File: config.mk
export PLATFORM = sky130hd
export DESIGN_NAME = photonic_receiver
export DESIGN_NICKNAME = d
export VERILOG_FILES = /design/src/rtl/photonic_receiver.sv
export SDC_FILE = /design/constraint.sdc
export NUM_CORES = 1
export LEC_CHECK = 0
export CORE_ASPECT_RATIO = 0.5
export CORE_UTILIZATION = 26
export CTS_CLUSTER_DIAMETER = 120
export DETAILED_ROUTE_END_ITERATION = 12
export GPL_TIMING_DRIVEN = 0
export SLEW_MARGIN = 0
export SYNTH_ARGS = -nofsm -noshare
export SYNTH_HDL_FRONTEND = slang
export SYNTH_SLANG_ARGS = --single-unit
File: constraint.sdc
create_clock -name clk -period 2.9 [get_ports clk]
set_clock_uncertainty 0.05 [all_clocks]
set_input_delay 0.87 -clock clk [delete_from_list [all_inputs] [get_ports clk]]
set_output_delay 0.87 -clock clk [all_outputs]
set_load 0.01 [all_outputs]
File: src/rtl/photonic_receiver.sv
// Destination-end photonic receiver: captures the waveguide word, keeps frames
// addressed to NODE_ID, queues them in a small FIFO and hands them to the core.
//
// FIFO occupancy state, derived from fifo_count:
//   state      | meaning
//   ST_EMPTY   | no entries, out_valid low
//   ST_PARTIAL | 1 .. FIFO_DEPTH-1 entries
//   ST_FULL    | FIFO_DEPTH entries, a match without a pop is dropped
module photonic_receiver #(
  parameter int ID_WIDTH   = 1,
  parameter int DATA_WIDTH = 1,
  parameter int NODE_ID    = 0,
  parameter int FIFO_DEPTH = 4
) (
  input  logic                                clk,
  input  logic                                rst_n,
  input  logic [2*ID_WIDTH+DATA_WIDTH-1:0]    rx_in,
  input  logic                                rx_strobe,
  output logic [DATA_WIDTH-1:0]               out_data,
  output logic [ID_WIDTH-1:0]                 out_src_id,
  output logic                                out_valid,
  input  logic                                out_ready,
  output logic [$clog2(FIFO_DEPTH+1)-1:0]     fifo_count,
  output logic                                overflow,
  input  logic                                overflow_clr,
  output logic [7:0]                          drop_count
);

  localparam int FW = 2*ID_WIDTH + DATA_WIDTH;
  localparam int EW = ID_WIDTH + DATA_WIDTH;
  localparam int PW = $clog2(FIFO_DEPTH);
  localparam int CW = $clog2(FIFO_DEPTH+1);

  typedef enum logic [1:0] {
    ST_EMPTY   = 2'd0,
    ST_PARTIAL = 2'd1,
    ST_FULL    = 2'd2
  } fifo_state_t;

  logic              stage_vld;
  logic [FW-1:0]     stage_word;
  logic [ID_WIDTH-1:0] stage_dest;
  logic [EW-1:0]     stage_entry;
  logic [EW-1:0]     mem [FIFO_DEPTH];
  logic [EW-1:0]     head;
  logic [PW-1:0]     wr_ptr;
  logic [PW-1:0]     rd_ptr;
  fifo_state_t       fifo_state;
  logic              full;
  logic              match;
  logic              push;
  logic              pop;
  logic              drop;

  assign stage_dest  = stage_word[ID_WIDTH-1:0];
  assign stage_entry = stage_word[FW-1:ID_WIDTH];

  always_ff @(posedge clk or negedge rst_n) begin
    if (!rst_n) begin
      stage_vld  <= 1'b0;
      stage_word <= '0;
    end else begin
      stage_vld  <= rx_strobe;
      stage_word <= rx_in;
    end
  end

  always_comb begin
    fifo_state = ST_PARTIAL;
    if (fifo_count == '0)
      fifo_state = ST_EMPTY;
    else if (fifo_count == CW'(FIFO_DEPTH))
      fifo_state = ST_FULL;
  end

  assign full      = (fifo_state == ST_FULL);
  assign out_valid = (fifo_state != ST_EMPTY);
  assign match     = stage_vld && (stage_dest == ID_WIDTH'(NODE_ID));
  assign pop       = out_valid && out_ready;
  // A pop in the same cycle frees the slot, so a full FIFO can still accept.
  assign push      = match && (!full || pop);
  assign drop      = match && full && !pop;

  always_ff @(posedge clk) begin
    if (push)
      mem[wr_ptr] <= stage_entry;
  end

  always_ff @(posedge clk or negedge rst_n) begin
    if (!rst_n) begin
      wr_ptr     <= '0;
      rd_ptr     <= '0;
      fifo_count <= '0;
    end else begin
      if (push)
        wr_ptr <= wr_ptr + PW'(1);
      if (pop)
        rd_ptr <= rd_ptr + PW'(1);
      fifo_count <= fifo_count + CW'(push) - CW'(pop);
    end
  end

  // A drop coinciding with a clear restarts the count at one.
  always_ff @(posedge clk or negedge rst_n) begin
    if (!rst_n) begin
      overflow   <= 1'b0;
      drop_count <= '0;
    end else if (drop) begin
      overflow <= 1'b1;
      if (overflow_clr)
        drop_count <= 8'd1;
      else if (drop_count != 8'hFF)
        drop_count <= drop_count + 8'd1;
    end else if (overflow_clr) begin
      overflow   <= 1'b0;
      drop_count <= '0;
    end
  end

  assign head       = mem[rd_ptr];
  assign out_data   = out_valid ? head[DATA_WIDTH-1:0] : '0;
  assign out_src_id = out_valid ? head[EW-1:DATA_WIDTH] : '0;

endmodule

==> flow_metrics.tcl, run 1 <==
set metrics [dict create \
    status "finished clean" \
    syn_area_um2 1350 \
    slew_viol_final 0 \
    synth.avg_cell_area_um2 12.9 \
    endpoint_kind "output port" \
    hpwl_mm 1.80 \
    yosysTopAreaCellShare 0.372 \
    synth_flop_cell "dfrtp_1" \
    synth_seq_area_share 0.551 \
    crit_required_ns 1.98 \
    antenna_found_initial 0 \
    synth_cell_types 36 \
    grt_max_degree 21 \
    cts_sinks 28 \
    cap_violations 0 \
    drtPass1Iterations 8 \
    period_needed_ns 2.82 \
    top_usage_layer "met2" \
    setup_violations 0 \
    antenna_cells 0 \
    syn_nets 120 \
    stdcell_count 200 \
    drc 0 \
    insertion_delay_ns 0.27 \
    dieArea_um2 5480 \
    worst_pin_slew_ns 0.923 \
    ant_nets 0 \
    synth_area_leader_cell "dfrtp_1" \
    swShare 0.285 \
    start_util 0.271 \
    use_met3 0.0283 \
    grt_first_pass_wirelength_mm 3.90 \
    clock_power_share 0.243 \
    fin_total_pwr_mw 1.25 \
    row_count 18 \
    via_per_inst 4.32 \
    fin_ws_ns 0.0816 \
    cts.path.max_buffers 2 \
    area_delta_synth_final_pct 28.2 \
    dp_slack_ns -0.288 \
    boundaryPins 23 \
    synthTopCellsByCount "dfrtp_1, inv_1, edfxtp_1, ha_1, nor2_1" \
    crit_type "register to output port" \
    finalInstanceArea_um2 1720 \
    dpl.cell_count 195 \
    routed_wl_mm 2.35 \
    cts_hold_buf 0 \
    cts_buffers 3 \
    synthArstFlopShare 0.714 \
    drt-wirelength-per-cell_um 11.7 \
    portBuffers 21 \
    fin_tns_setup_ns 0 \
    rsz0062_at_grt "false" \
    grt_use_met1 0.106 \
    num_vias 863 \
    die_w_um 104 \
    cts-root-buf "clkbuf_8" \
    grt_pass1_vias 883 \
    cts_max_level 1 \
    track_usage 0.0924 \
    power_frac_comb 0.313 \
    intPower_mw 0.891 \
    synthTopCellsByArea "dfrtp_1, edfxtp_1, ha_1" \
    period_share 0.972 \
    leakagePower_nw 0.711 \
    holdWs_ns 0.457 \
    grt_util_met2 0.178 \
    worstPathMaxFanout 5 \
    drtIter0Drc 7 \
    hold_path_class "register to register" \
    synth_edf_count 8 \
    arrival_ns 1.90 \
    clk_pin_slew_ns 0.09 \
    cts_tree "yes" \
    nFillCells 510 \
    grt-ovfl-total 0 \
    coreArea_um2 4950 \
    fin_nets 147 \
    worst_setup_path_start_kind "register" \
    die_h_um 52.9 \
    yosysMostFrequentCell "dfrtp_1" \
    p_seq_frac 0.444 \
    ys_ff_latch 28 \
    yosys_warnings 0 \
    vdd_drop_max_v 0.000182 \
    synthCells 104 \
    final_util 0.348 \
    pwr_density_cell_nw_per_um2 723 \
    power_switching_mw 0.355 \
    routabilityCongestion 0.712 \
    clock.fmax_mhz 355 \
    max_slew_margin 0.383 \
    hold_violations 0 \
    placed_area_um2 1640 \
    drive_above_1_share 0.154 \
]
## what timing repair did
action / CTS / global route
endpoints found under the hold margin: 0 / 0
gates resized for setup: 0 / 1
setup endpoints to repair: 0 / 1
setup buffers: 0 / 1
## placed cells by master (no fill, tap or decap), drive strengths merged, types with 2 or more instances in the layout
cell type | Yosys | layout
and2 | 3 | 3
nor3 | 2 | 2
mux4 | 2 | 2
nand4 | 2 | 2
dfrtp | 20 | 20
and3 | 6 | 6
clkdlybuf4s50 | 0 | 21
o21ai | 3 | 3
nand2 | 5 | 5
mux2i | 2 | 2
ha | 7 | 7
buf | 1 | 2
or3 | 2 | 2
nor2 | 7 | 7
inv | 9 | 9
clkbuf | 0 | 3
a31oi | 2 | 2
a21oi | 2 | 2
nand3 | 2 | 2
edfxtp | 8 | 8
xnor2 | 5 | 5
## critical path, stage by stage, from the launching register on
cell	delay, ns
dfrtp_1	0.45
or3_2	0.55
and2_1	0.16
clkdlybuf4s50_1	0.47
## power groups by stage
stage / Sequential [mW] / Combinational, mW / Clock (mW)
floorplan: 0.558 / 0.234 / 0
CTS: 0.557 / 0.396 / 0.311
global placement: 0.559 / 0.383 / 0
finish: 0.553 / 0.390 / 0.303
global route: 0.570 / 0.439 / 0.327
detailed placement: 0.564 / 0.395 / 0
## sequential cells by signal, indices dropped and copies added, names as in the netlist
signal / count
overflow: 1
wr_ptr: 2
mem: 8
rd_ptr: 2
drop_count: 8
fifo_count: 3
stage_word: 3
stage_vld: 1
## cells by family (layout without fill, tap and decap cells)
group	Yosys count	in the layout	synth area share
adder cells (fa/ha/maj)	8	8	0.0800
buffers and inverters	10	36	0.0307
multiplexers	4	4	0.0484
XOR/XNOR	6	6	0.0391
AO/OA/AOI/OAI	13	13	0.0679
AND/OR/NAND/NOR	35	35	0.183
flip-flops	28	28	0.551
## area by class of cell
cell class | instances | area [µm²] | area share
Sequential cell | 28 | 741 | 0.430
Tap cell | 70 | 87.6 | 0.0508
Inverter | 9 | 33.8 | 0.0196
Clock inverter | 1 | 30.0 | 0.0174
Timing Repair Buffer | 22 | 218 | 0.126
Multi-Input combinational cell | 66 | 566 | 0.328
Buffer | 1 | 7.51 | 0.00435
Clock buffer | 3 | 41.3 | 0.0239
## layer usage
metal / vias up / routed length [µm]
met5: - / 0
met4: 0 / 0
met3: 0 / 56
met2: 9 / 1170
met1: 428 / 1120
li1: 426 / -
## worst paths after layout
kind,startpoint,endpoint,slack [ns],cells past startpoint
worst max-delay path,fifo_count[1]$_DFF_PN0_,out_src_id,0.08,3
worst min-delay path,stage_word[1]$_DFF_PN0_,mem[1][0]$_DFFE_PP_,0.46,0
worst max register to register,fifo_count[1]$_DFF_PN0_,fifo_count[2]$_DFF_PN0_,0.36,8
worst min register to register,stage_word[1]$_DFF_PN0_,mem[1][0]$_DFFE_PP_,0.46,0
max in group asynchronous,rst_n,drop_count[3]$_DFFE_PN0P_,1.18,1
min in group asynchronous,rst_n,rd_ptr[1]$_DFFE_PN0N_,1.05,1
Note: power is estimated with default switching activity, not from simulation.
==> inputs of run 2 (changes only) <==
Settings changed: GPL_ROUTABILITY_DRIVEN set to 0.
Clock period 2.9 ns to 3.1 ns, I/O delays scaled along.
==> flow_metrics.tcl, run 2 (synthesis results as in run 1) <==
set metrics [dict create \
    most-common-layout-cells "clkdlybuf4s50_1, dfrtp_1, inv_1, edfxtp_1" \
    fin_nets 146 \
    drt-wirelength-per-cell_um 11.8 \
    via_per_inst 4.35 \
    routed_wl_mm 2.35 \
    cap_violations 0 \
    clock.fmax_mhz 342 \
    boundaryPins 23 \
    track_usage 0.0924 \
    worst_pin_slew_ns 0.919 \
    multiInputGateArea_um2 563 \
    status "finished clean" \
    drtPass1Iterations 8 \
    die_h_um 52.9 \
    pwr_density_cell_nw_per_um2 678 \
    grt_pass1_vias 883 \
    post_cts_resized 0 \
    vdd_drop_max_v 0.000170 \
    dpl.cell_count 195 \
    worstPathMaxFanout 5 \
    portBuffers 21 \
    ant_nets 0 \
    crit_path_end "fifo_count[2]$_DFF_PN0_" \
    crit_type "primary input to register" \
    insertion_delay_ns 0.27 \
    hold_path_class "register to register" \
    grt-ovfl-total 0 \
    area_delta_synth_final_pct 27.4 \
    rsz0062_at_grt "false" \
    period_needed_ns 2.92 \
    antenna_found_initial 0 \
    drtIter0Drc 5 \
    drive_above_1_share 0.140 \
    reg_top3 "drop_count: 8 flops, mem: 8 flops" \
    antenna_cells 0 \
    fin_total_pwr_mw 1.16 \
    setup_violations 0 \
    cts_hold_buf 0 \
    cts_max_level 1 \
    cts-root-buf "clkbuf_8" \
    post-cts-setup-buffer-count 0 \
    hpwl_mm 1.80 \
    cts_sinks 28 \
    clk_pin_slew_ns 0.09 \
    row_count 18 \
    arrival_ns 3.07 \
    coreArea_um2 4950 \
    cp-startpoint "out_ready" \
    nFillCells 511 \
    r2r-start "fifo_count[1]$_DFF_PN0_" \
    rr_endpoint "fifo_count[2]$_DFF_PN0_" \
    worst_setup_path_start_kind "primary input" \
    start_util 0.271 \
    grt_first_pass_wirelength_mm 3.90 \
    hold_violations 0 \
    mostFrequentLayoutCell "clkdlybuf4s50_1" \
    slew_viol_final 0 \
    stdcell_count 199 \
    dieArea_um2 5480 \
    drc 0 \
    endpoint_kind "register" \
    leakagePower_nw 0.706 \
    cts_buffers 3 \
    reg2regPathDepth 8 \
    num_vias 866 \
    max_slew_margin 0.385 \
    die_w_um 104 \
    cts_tree "yes" \
    crit_required_ns 3.25 \
    r2r_slack_ns 0.56 \
    grt_max_degree 21 \
    period_share 0.942 \
    regArea_um2 741 \
    cts.path.max_buffers 2 \
]
-- run 2: final cells by class --
cell class,instances,area share
inverters,9,0.0197
clock inverters,1,0.0175
clock buffers,3,0.0241
flip-flops and latches,28,0.432
well taps,70,0.0511
plain buffers,1,0.00438
repair buffers,21,0.123
multi-input cells,66,0.328
-- run 2: how the worst min path moves through the flow --
| stage | endpoint | slack (ns) | depth (start not counted) | startpoint |
|---|---|---|---|---|
| floorplan | mem[0][0]$_DFFE_PP_ | 0.40 | 0 | stage_word[1]$_DFF_PN0_ |
| detailed placement | mem[2][0]$_DFFE_PP_ | 0.45 | 0 | stage_word[1]$_DFF_PN0_ |
| global route | mem[1][0]$_DFFE_PP_ | 0.50 | 0 | stage_word[1]$_DFF_PN0_ |
| CTS | mem[1][0]$_DFFE_PP_ | 0.47 | 0 | stage_word[1]$_DFF_PN0_ |
| finish | mem[1][0]$_DFFE_PP_ | 0.46 | 0 | stage_word[1]$_DFF_PN0_ |
| global placement | mem[3][0]$_DFFE_PP_ | 0.44 | 0 | stage_word[1]$_DFF_PN0_ |
-- run 2: power by group --
part           switching, mW  internal [mW]  total, mW
combinational          0.150          0.212      0.362
sequential            0.0709          0.447      0.517
clock                  0.110          0.173      0.283
total                  0.331          0.832       1.16
-- run 2: worst max-delay path, stage by stage --
cell and delay, ns:
clkdlybuf4s50_1 0.55, nor4b_4 0.09, nor2_1 0.24, inv_1 0.08
ha_1 0.29, inv_1 0.04, ha_1 0.18, fa_1 0.38
xnor2_1 0.17, xnor2_1 0.13
-- run 2: through the flow --
step / setup TNS, ns / worst slack (ns) / utilization / hold slack, ns / cell area (µm²)
final: 0 / 0.179 / 0.346 / 0.456 / 1710
after global routing: 0 / 0.0389 / 0.346 / 0.503 / 1710
after CTS: 0 / 0.144 / 0.346 / 0.470 / 1710
after detailed placement: -0.148 / -0.148 / 0.332 / 0.446 / 1640
after global placement: -0.101 / -0.101 / 0.332 / 0.443 / 1640
after floorplan: 0 / 0.563 / - / 0.405 / 1350
-- run 2: layer usage --
layer / routed length, µm / GRT usage
met1: 1100 / 0.106
met2: 1190 / 0.178
met3: 57 / 0.0283
met4: 0 / 0.0143
met5: 0 / 0
